==> src/rtl/core_pkg.sv <==
// Shared constants for the 3-stage RISC-V core: NOP encoding, boot address,
// base opcodes, fetch state encoding and a PC alignment helper.
package core_pkg;

    localparam logic [31:0] NOP_INST         = 32'h0000_0013;
    localparam logic [31:0] RESET_PC_DEFAULT = 32'h4000_0000;

    localparam logic [6:0] OPC_R      = 7'b0110011;
    localparam logic [6:0] OPC_LOAD   = 7'b0000011;
    localparam logic [6:0] OPC_BRANCH = 7'b1100011;
    localparam logic [6:0] OPC_OPIMM  = 7'b0010011;
    localparam logic [6:0] OPC_JALR   = 7'b1100111;
    localparam logic [6:0] OPC_STORE  = 7'b0100011;
    localparam logic [6:0] OPC_JAL    = 7'b1101111;

    localparam logic [1:0] FS_BOOT = 2'd0;
    localparam logic [1:0] FS_RUN  = 2'd1;
    localparam logic [1:0] FS_HOLD = 2'd2;

    // Instruction addresses are word aligned; low target bits are dropped.
    function automatic logic [31:0] align_pc(input logic [31:0] pc);
        return pc & 32'hFFFF_FFFC;
    endfunction

endpackage

==> src/rtl/if_stage_if.sv <==
// Fetch-stage bundle: pipeline control in, instruction-memory port, IF/ID slot out.
interface if_stage_if;
    logic        stall;
    logic        redirect_valid;
    logic [31:0] redirect_pc;
    logic [31:0] imem_addr;
    logic [31:0] imem_rdata;
    logic [31:0] dec_pc;
    logic [31:0] dec_inst;
    logic        dec_valid;
    logic [6:0]  dec_opcode;
    logic [2:0]  dec_funct3;
    logic        dec_imm30;

    modport master (
        input  stall, redirect_valid, redirect_pc, imem_rdata,
        output imem_addr, dec_pc, dec_inst, dec_valid, dec_opcode, dec_funct3, dec_imm30
    );

    modport slave (
        output stall, redirect_valid, redirect_pc, imem_rdata,
        input  imem_addr, dec_pc, dec_inst, dec_valid, dec_opcode, dec_funct3, dec_imm30
    );
endinterface

==> src/rtl/if_stage.sv <==
// Instruction fetch: owns the fetch PC, drives synchronous IMEM and presents the
// IF/ID slot with stall hold, redirect squash and a one-cycle boot bubble.
module if_stage
    import core_pkg::*;
#(
    parameter logic [31:0] RESET_PC = RESET_PC_DEFAULT
) (
    input  logic      clk,
    input  logic      rst,
    if_stage_if.master bus
);

    logic [31:0] fetch_pc_r;
    logic [31:0] dec_pc_r;
    logic [31:0] hold_inst_r;
    logic        hold_valid_r;
    logic        squash_r;
    logic [1:0]  state_r;

    logic [31:0] slot_inst_s;
    logic [31:0] dec_inst_s;
    logic        dec_valid_s;

    assign slot_inst_s = squash_r ? NOP_INST : bus.imem_rdata;

    // PC sequencing, redirect/stall handling and the hold buffer.
    always_ff @(posedge clk) begin
        if (rst) begin
            fetch_pc_r   <= RESET_PC;
            dec_pc_r     <= 32'h0000_0000;
            hold_inst_r  <= NOP_INST;
            hold_valid_r <= 1'b0;
            squash_r     <= 1'b1;
            state_r      <= FS_BOOT;
        end else if (bus.redirect_valid) begin
            // Data returning next cycle is wrong-path; squash it.
            fetch_pc_r <= align_pc(bus.redirect_pc);
            dec_pc_r   <= fetch_pc_r;
            squash_r   <= 1'b1;
            state_r    <= FS_RUN;
        end else begin
            case (state_r)
                FS_BOOT: begin
                    fetch_pc_r <= fetch_pc_r + 32'd4;
                    dec_pc_r   <= fetch_pc_r;
                    squash_r   <= 1'b0;
                    state_r    <= FS_RUN;
                end
                FS_RUN: begin
                    if (bus.stall) begin
                        // While held, IMEM re-reads fetch_pc, which is correct-path.
                        hold_inst_r  <= slot_inst_s;
                        hold_valid_r <= ~squash_r;
                        squash_r     <= 1'b0;
                        state_r      <= FS_HOLD;
                    end else begin
                        fetch_pc_r <= fetch_pc_r + 32'd4;
                        dec_pc_r   <= fetch_pc_r;
                        squash_r   <= 1'b0;
                    end
                end
                FS_HOLD: begin
                    if (!bus.stall) begin
                        fetch_pc_r <= fetch_pc_r + 32'd4;
                        dec_pc_r   <= fetch_pc_r;
                        squash_r   <= 1'b0;
                        state_r    <= FS_RUN;
                    end
                end
                default: begin
                    fetch_pc_r <= RESET_PC;
                    squash_r   <= 1'b1;
                    state_r    <= FS_BOOT;
                end
            endcase
        end
    end

    // Slot contents: held copy during HOLD, otherwise the (possibly squashed) read data.
    always_comb begin
        dec_inst_s  = NOP_INST;
        dec_valid_s = 1'b0;
        if (state_r == FS_HOLD) begin
            dec_inst_s  = hold_inst_r;
            dec_valid_s = hold_valid_r;
        end else begin
            dec_inst_s  = slot_inst_s;
            dec_valid_s = ~squash_r;
        end
    end

    assign bus.imem_addr  = fetch_pc_r;
    assign bus.dec_pc     = dec_pc_r;
    assign bus.dec_inst   = dec_inst_s;
    assign bus.dec_valid  = dec_valid_s;
    assign bus.dec_opcode = dec_inst_s[6:0];
    assign bus.dec_funct3 = dec_inst_s[14:12];
    assign bus.dec_imm30  = dec_inst_s[30];

endmodule

==> src/flat_wrapper.sv <==
// flat-port wrapper written by rule: the top's interface ports become plain ports
module if_stage_flat import core_pkg::*;
#(
    parameter logic [31:0] RESET_PC = RESET_PC_DEFAULT
)
  (clk, rst, bus_stall, bus_redirect_valid, bus_redirect_pc, bus_imem_rdata, bus_imem_addr, bus_dec_pc, bus_dec_inst, bus_dec_valid, bus_dec_opcode, bus_dec_funct3, bus_dec_imm30);
  if_stage_if bus_i ();
  input  logic clk;
  input  logic rst;
  input wire logic [$bits(bus_i.stall)-1:0] bus_stall;
  input wire logic [$bits(bus_i.redirect_valid)-1:0] bus_redirect_valid;
  input wire logic [$bits(bus_i.redirect_pc)-1:0] bus_redirect_pc;
  input wire logic [$bits(bus_i.imem_rdata)-1:0] bus_imem_rdata;
  output wire logic [$bits(bus_i.imem_addr)-1:0] bus_imem_addr;
  output wire logic [$bits(bus_i.dec_pc)-1:0] bus_dec_pc;
  output wire logic [$bits(bus_i.dec_inst)-1:0] bus_dec_inst;
  output wire logic [$bits(bus_i.dec_valid)-1:0] bus_dec_valid;
  output wire logic [$bits(bus_i.dec_opcode)-1:0] bus_dec_opcode;
  output wire logic [$bits(bus_i.dec_funct3)-1:0] bus_dec_funct3;
  output wire logic [$bits(bus_i.dec_imm30)-1:0] bus_dec_imm30;
  assign bus_i.stall = bus_stall;
  assign bus_i.redirect_valid = bus_redirect_valid;
  assign bus_i.redirect_pc = bus_redirect_pc;
  assign bus_i.imem_rdata = bus_imem_rdata;
  assign bus_imem_addr = bus_i.imem_addr;
  assign bus_dec_pc = bus_i.dec_pc;
  assign bus_dec_inst = bus_i.dec_inst;
  assign bus_dec_valid = bus_i.dec_valid;
  assign bus_dec_opcode = bus_i.dec_opcode;
  assign bus_dec_funct3 = bus_i.dec_funct3;
  assign bus_dec_imm30 = bus_i.dec_imm30;
  if_stage #(.RESET_PC(RESET_PC)) u_core (.clk(clk), .rst(rst), .bus(bus_i));
endmodule
==> config.mk <==
export PLATFORM = sky130hd
export DESIGN_NAME = if_stage_flat
export DESIGN_NICKNAME = d
export VERILOG_FILES = /design/src/rtl/core_pkg.sv /design/src/rtl/if_stage_if.sv /design/src/rtl/if_stage.sv /design/src/flat_wrapper.sv
export SDC_FILE = /design/constraint.sdc
export NUM_CORES = 1
export LEC_CHECK = 0
export CAP_MARGIN = 15
export CORE_UTILIZATION = 60
export CTS_CLUSTER_SIZE = 28
export DETAILED_ROUTE_END_ITERATION = 7
export DONT_BUFFER_PORTS = 1
export PLACE_DENSITY_LB_ADDON = 0.15
export SLEW_MARGIN = 10
export SYNTH_ARGS = -nofsm -noshare
export SYNTH_HDL_FRONTEND = slang
export SYNTH_SLANG_ARGS = --single-unit
==> constraint.sdc <==
create_clock -name clk -period 5.1 [get_ports clk]
set_input_delay 1.02 -clock clk [delete_from_list [all_inputs] [get_ports clk]]
set_output_delay 1.02 -clock clk [all_outputs]
set_load 0.05 [all_outputs]
==> results.json <==
{
  "outcome": "finished, final reports clean",
  "finalHoldViolations": 0,
  "maxSlewHeadroom_pct": 20.4,
  "cap_violations": 0,
  "syn-num-nets": 728,
  "synth_edf_count": 0,
  "fillCellCount": 682,
  "power.density_mw_per_mm2": 337,
  "die-area_mm2": 0.00858,
  "tightest_slew_ns": 1.19,
  "overflow": 0,
  "grt_max_degree": 85,
  "drt_first_pass_iters": 4,
  "yosys-top-cells-area": "dfxtp_1 41%, nand2_1 11%, a21oi_1 7.9%",
  "synth_common_cells": "147 x nand2_1, 100 x dfxtp_1, 78 x a21oi_1",
  "track_usage_pct": 27.2,
  "core_mm2": 0.00785,
  "cts_setup_buffers": 0,
  "gp_congestion": 0.768,
  "io_buffers": 0,
  "synth_top_flop_cell": "dfxtp_1",
  "yosysMostFrequentCell": "nand2_1",
  "die_y_um": 92.6,
  "hpwl_mm": 7.87,
  "synth.top_cell.area_share_pct": 40.6,
  "arrival_ns": 2.55,
  "max_stage_delay_ns": 0.92,
  "cts_tree": "built",
  "finalMaxSlewViolations": 0,
  "synthToLayoutAreaGrowth_pct": 3.50,
  "synth_area_leader_cell": "dfxtp_1",
  "remaining_drc_errors": 0,
  "timing.final.crit_share_pct": 70.0,
  "syn_area_mm2": 0.00493,
  "cts.sink_count": 100,
  "numCtsBuffers": 9,
  "cts_resized": 0,
  "drtIter0Drc": 233,
  "fp.dieW_um": 92.6,
  "fmax_mhz": 280,
  "detail_route.wl_per_cell_um": 16.5,
  "critPathCaptureType": "primary output",
  "yosysWarnings": 0,
  "antenna_found_initial": 1,
  "worst-path-max-fanout": 38,
  "cpMaxStageDelayCell": "a21oi_2",
  "grt_pass1_wl_mm": 18.8,
  "worstHoldPathType": "register to register",
  "p_leak_nw": 1.77,
  "final_antenna_net_count": 0,
  "clk-insertion-delay-late_ns": 0.36,
  "synthCells": 655,
  "synth-seq-cells": 100,
  "drt-total-wl_mm": 11.8,
  "crit_required_ns": 4.08,
  "clk_pin_slew_ns": 0.10,
  "num_vias": 4337,
  "dpl-instance-area_mm2": 0.00487,
  "ys_seq_area_share_pct": 40.6,
  "crit_path_cell_trace": "inv_1 > ha_2 > buf_4 > a21oi_2",
  "grt_pass1_vias": 4071,
  "rsz0062_at_grt": "no",
  "io_pins": 176,
  "clock-root-buffer": "clkbuf_8",
  "hold_buffers": 0,
  "skew_ns": 0.0152,
  "fin_area_mm2": 0.00510,
  "start_util_pct": 62.8,
  "fin_nets": 682,
  "row_count": 32,
  "viasPerCell": 6.05,
  "drive_gt1_share_pct": 6.19,
  "htreeDepth": 3,
  "critPathLaunchType": "register",
  "avgSynthCellArea_um2": 7.53,
  "fin_tns_setup_ns": 0,
  "fin_crit_ns": 3.57,
  "synth-async-reset-ratio_pct": 0,
  "setup_viol": 0,
  "cts_buffer_depth": 2,
  "path_class": "register to primary output",
  "ys_types": 42,
  "ir_drop_v": 0.000215
}
==> routing by layer <==
layer | routed length [µm] | share of wire (%) | global-route usage, %
met2 | 5460 | 46 | 44.9
met3 | 1000 | 8.5 | 6.98
met4 | 153 | 1.3 | 9.10
met5 | 0 | 0 | 0
met1 | 5190 | 44 | 34.7
==> cell usage in the layout (no fill, tap or decap), types with 2 or more instances in the layout <==
cell type  netlist  final
o21ai_1          0     22
xor2_1           8      8
nor3_1          12     12
inv_1           11     11
nand3_1          9      9
and4_1           3      3
mux2i_1          6      6
nor3b_1          3      3
ha_1             5      4
buf_4           11      6
o21ai_2          0      8
nand3b_1         3      3
xnor2_1          9      9
a221o_1          2      2
or3_1           31     31
inv_6            0      2
bufinv_16        0      2
or4_1            4      4
a21oi_2          0      3
nor2b_1          4      3
nand2_1        147    147
a22oi_1          5      5
o22ai_1          8      8
o21a_1           2      2
nand2b_1        32     32
a211o_1          4      4
clkbuf_8         0     10
and2_1           4      4
nand4_1          7      7
o21ai_0         39      9
nor4_1          11     11
dfxtp_1        100    100
nor2_1          23     23
a22o_1          12     12
a21oi_1         78     75
==> metrics by stage <==
step / total power [W] / utilization [%] / setup slack (ns) / hold WS (ns) / std cells
final: 0.00172 / 65.0 / 1.53 / 0.461 / 717
after global routing: 0.00179 / 65.0 / 1.38 / 0.471 / 717
after CTS: 0.00174 / 65.0 / 1.52 / 0.457 / 716
after detailed placement: 0.00116 / 62.0 / 1.91 / 0.442 / 700
after global placement: 0.00116 / 62.0 / 1.95 / 0.436 / 700
after floorplan: 0.00114 / - / 1.49 / 0.435 / 655
==> state kept, by name, summed over array words and instances, names as in the netlist <==
name	flops
u_core.bus.dec_pc	32
u_core.bus.imem_addr	32
u_core.hold_inst_r	32
u_core.state_r	2
u_core.hold_valid_r	1
u_core.squash_r	1
==> cell type report <==
| cell class | count | area, µm² | share of cell area (%) |
|---|---|---|---|
| sequential | 100 | 2000 | 39.2 |
| antenna | 1 | 2.50 | 0.0490 |
| clock inverter | 6 | 93.8 | 1.84 |
| inverter | 11 | 41.3 | 0.809 |
| tap | 102 | 128 | 2.50 |
| clock buffer | 10 | 138 | 2.70 |
| multi-input combinational | 481 | 2650 | 52.0 |
| timing repair buffer | 6 | 45.0 | 0.883 |
==> logic make-up after synthesis <==
kind of cell,synth area share [%]
buffers and inverters,6.52
AOI/OAI and AO/OA,18.3
and+or+nand+nor,29.0
muxes,1.22
xor gates and xnor gates,3.02
adders and majority gates,1.27
DFF,40.6
==> worst max-delay path: cells and delay by family (launching register included) <==
| kind | cells | cell delay (ns) |
|---|---|---|
| DFF | 1 | 0.39 |
| buffers and inverters | 2 | 0.44 |
| adders and majority gates | 1 | 0.43 |
| AOI/OAI and AO/OA | 1 | 0.92 |
==> power by group <==
part / total (W) / internal, W / switching [W]
Combinational: 0.000192 / 0.0000563 / 0.000136
Sequential: 0.000954 / 0.000813 / 0.000141
Clock: 0.000576 / 0.000294 / 0.000281
==> worst paths after layout <==
kind / end / start / slack (ns) / cells after the start
min reg2reg: u_core.hold_inst_r[2] / u_core.hold_inst_r[2] / 0.46 / 2
max: bus_dec_opcode[4] / u_core.state_r[0] / 1.53 / 4
min: u_core.hold_inst_r[2] / u_core.hold_inst_r[2] / 0.46 / 2
max reg2reg: u_core.bus.imem_addr[18] / u_core.bus.imem_addr[2] / 2.10 / 6
Power figures use the tool's default switching activity.
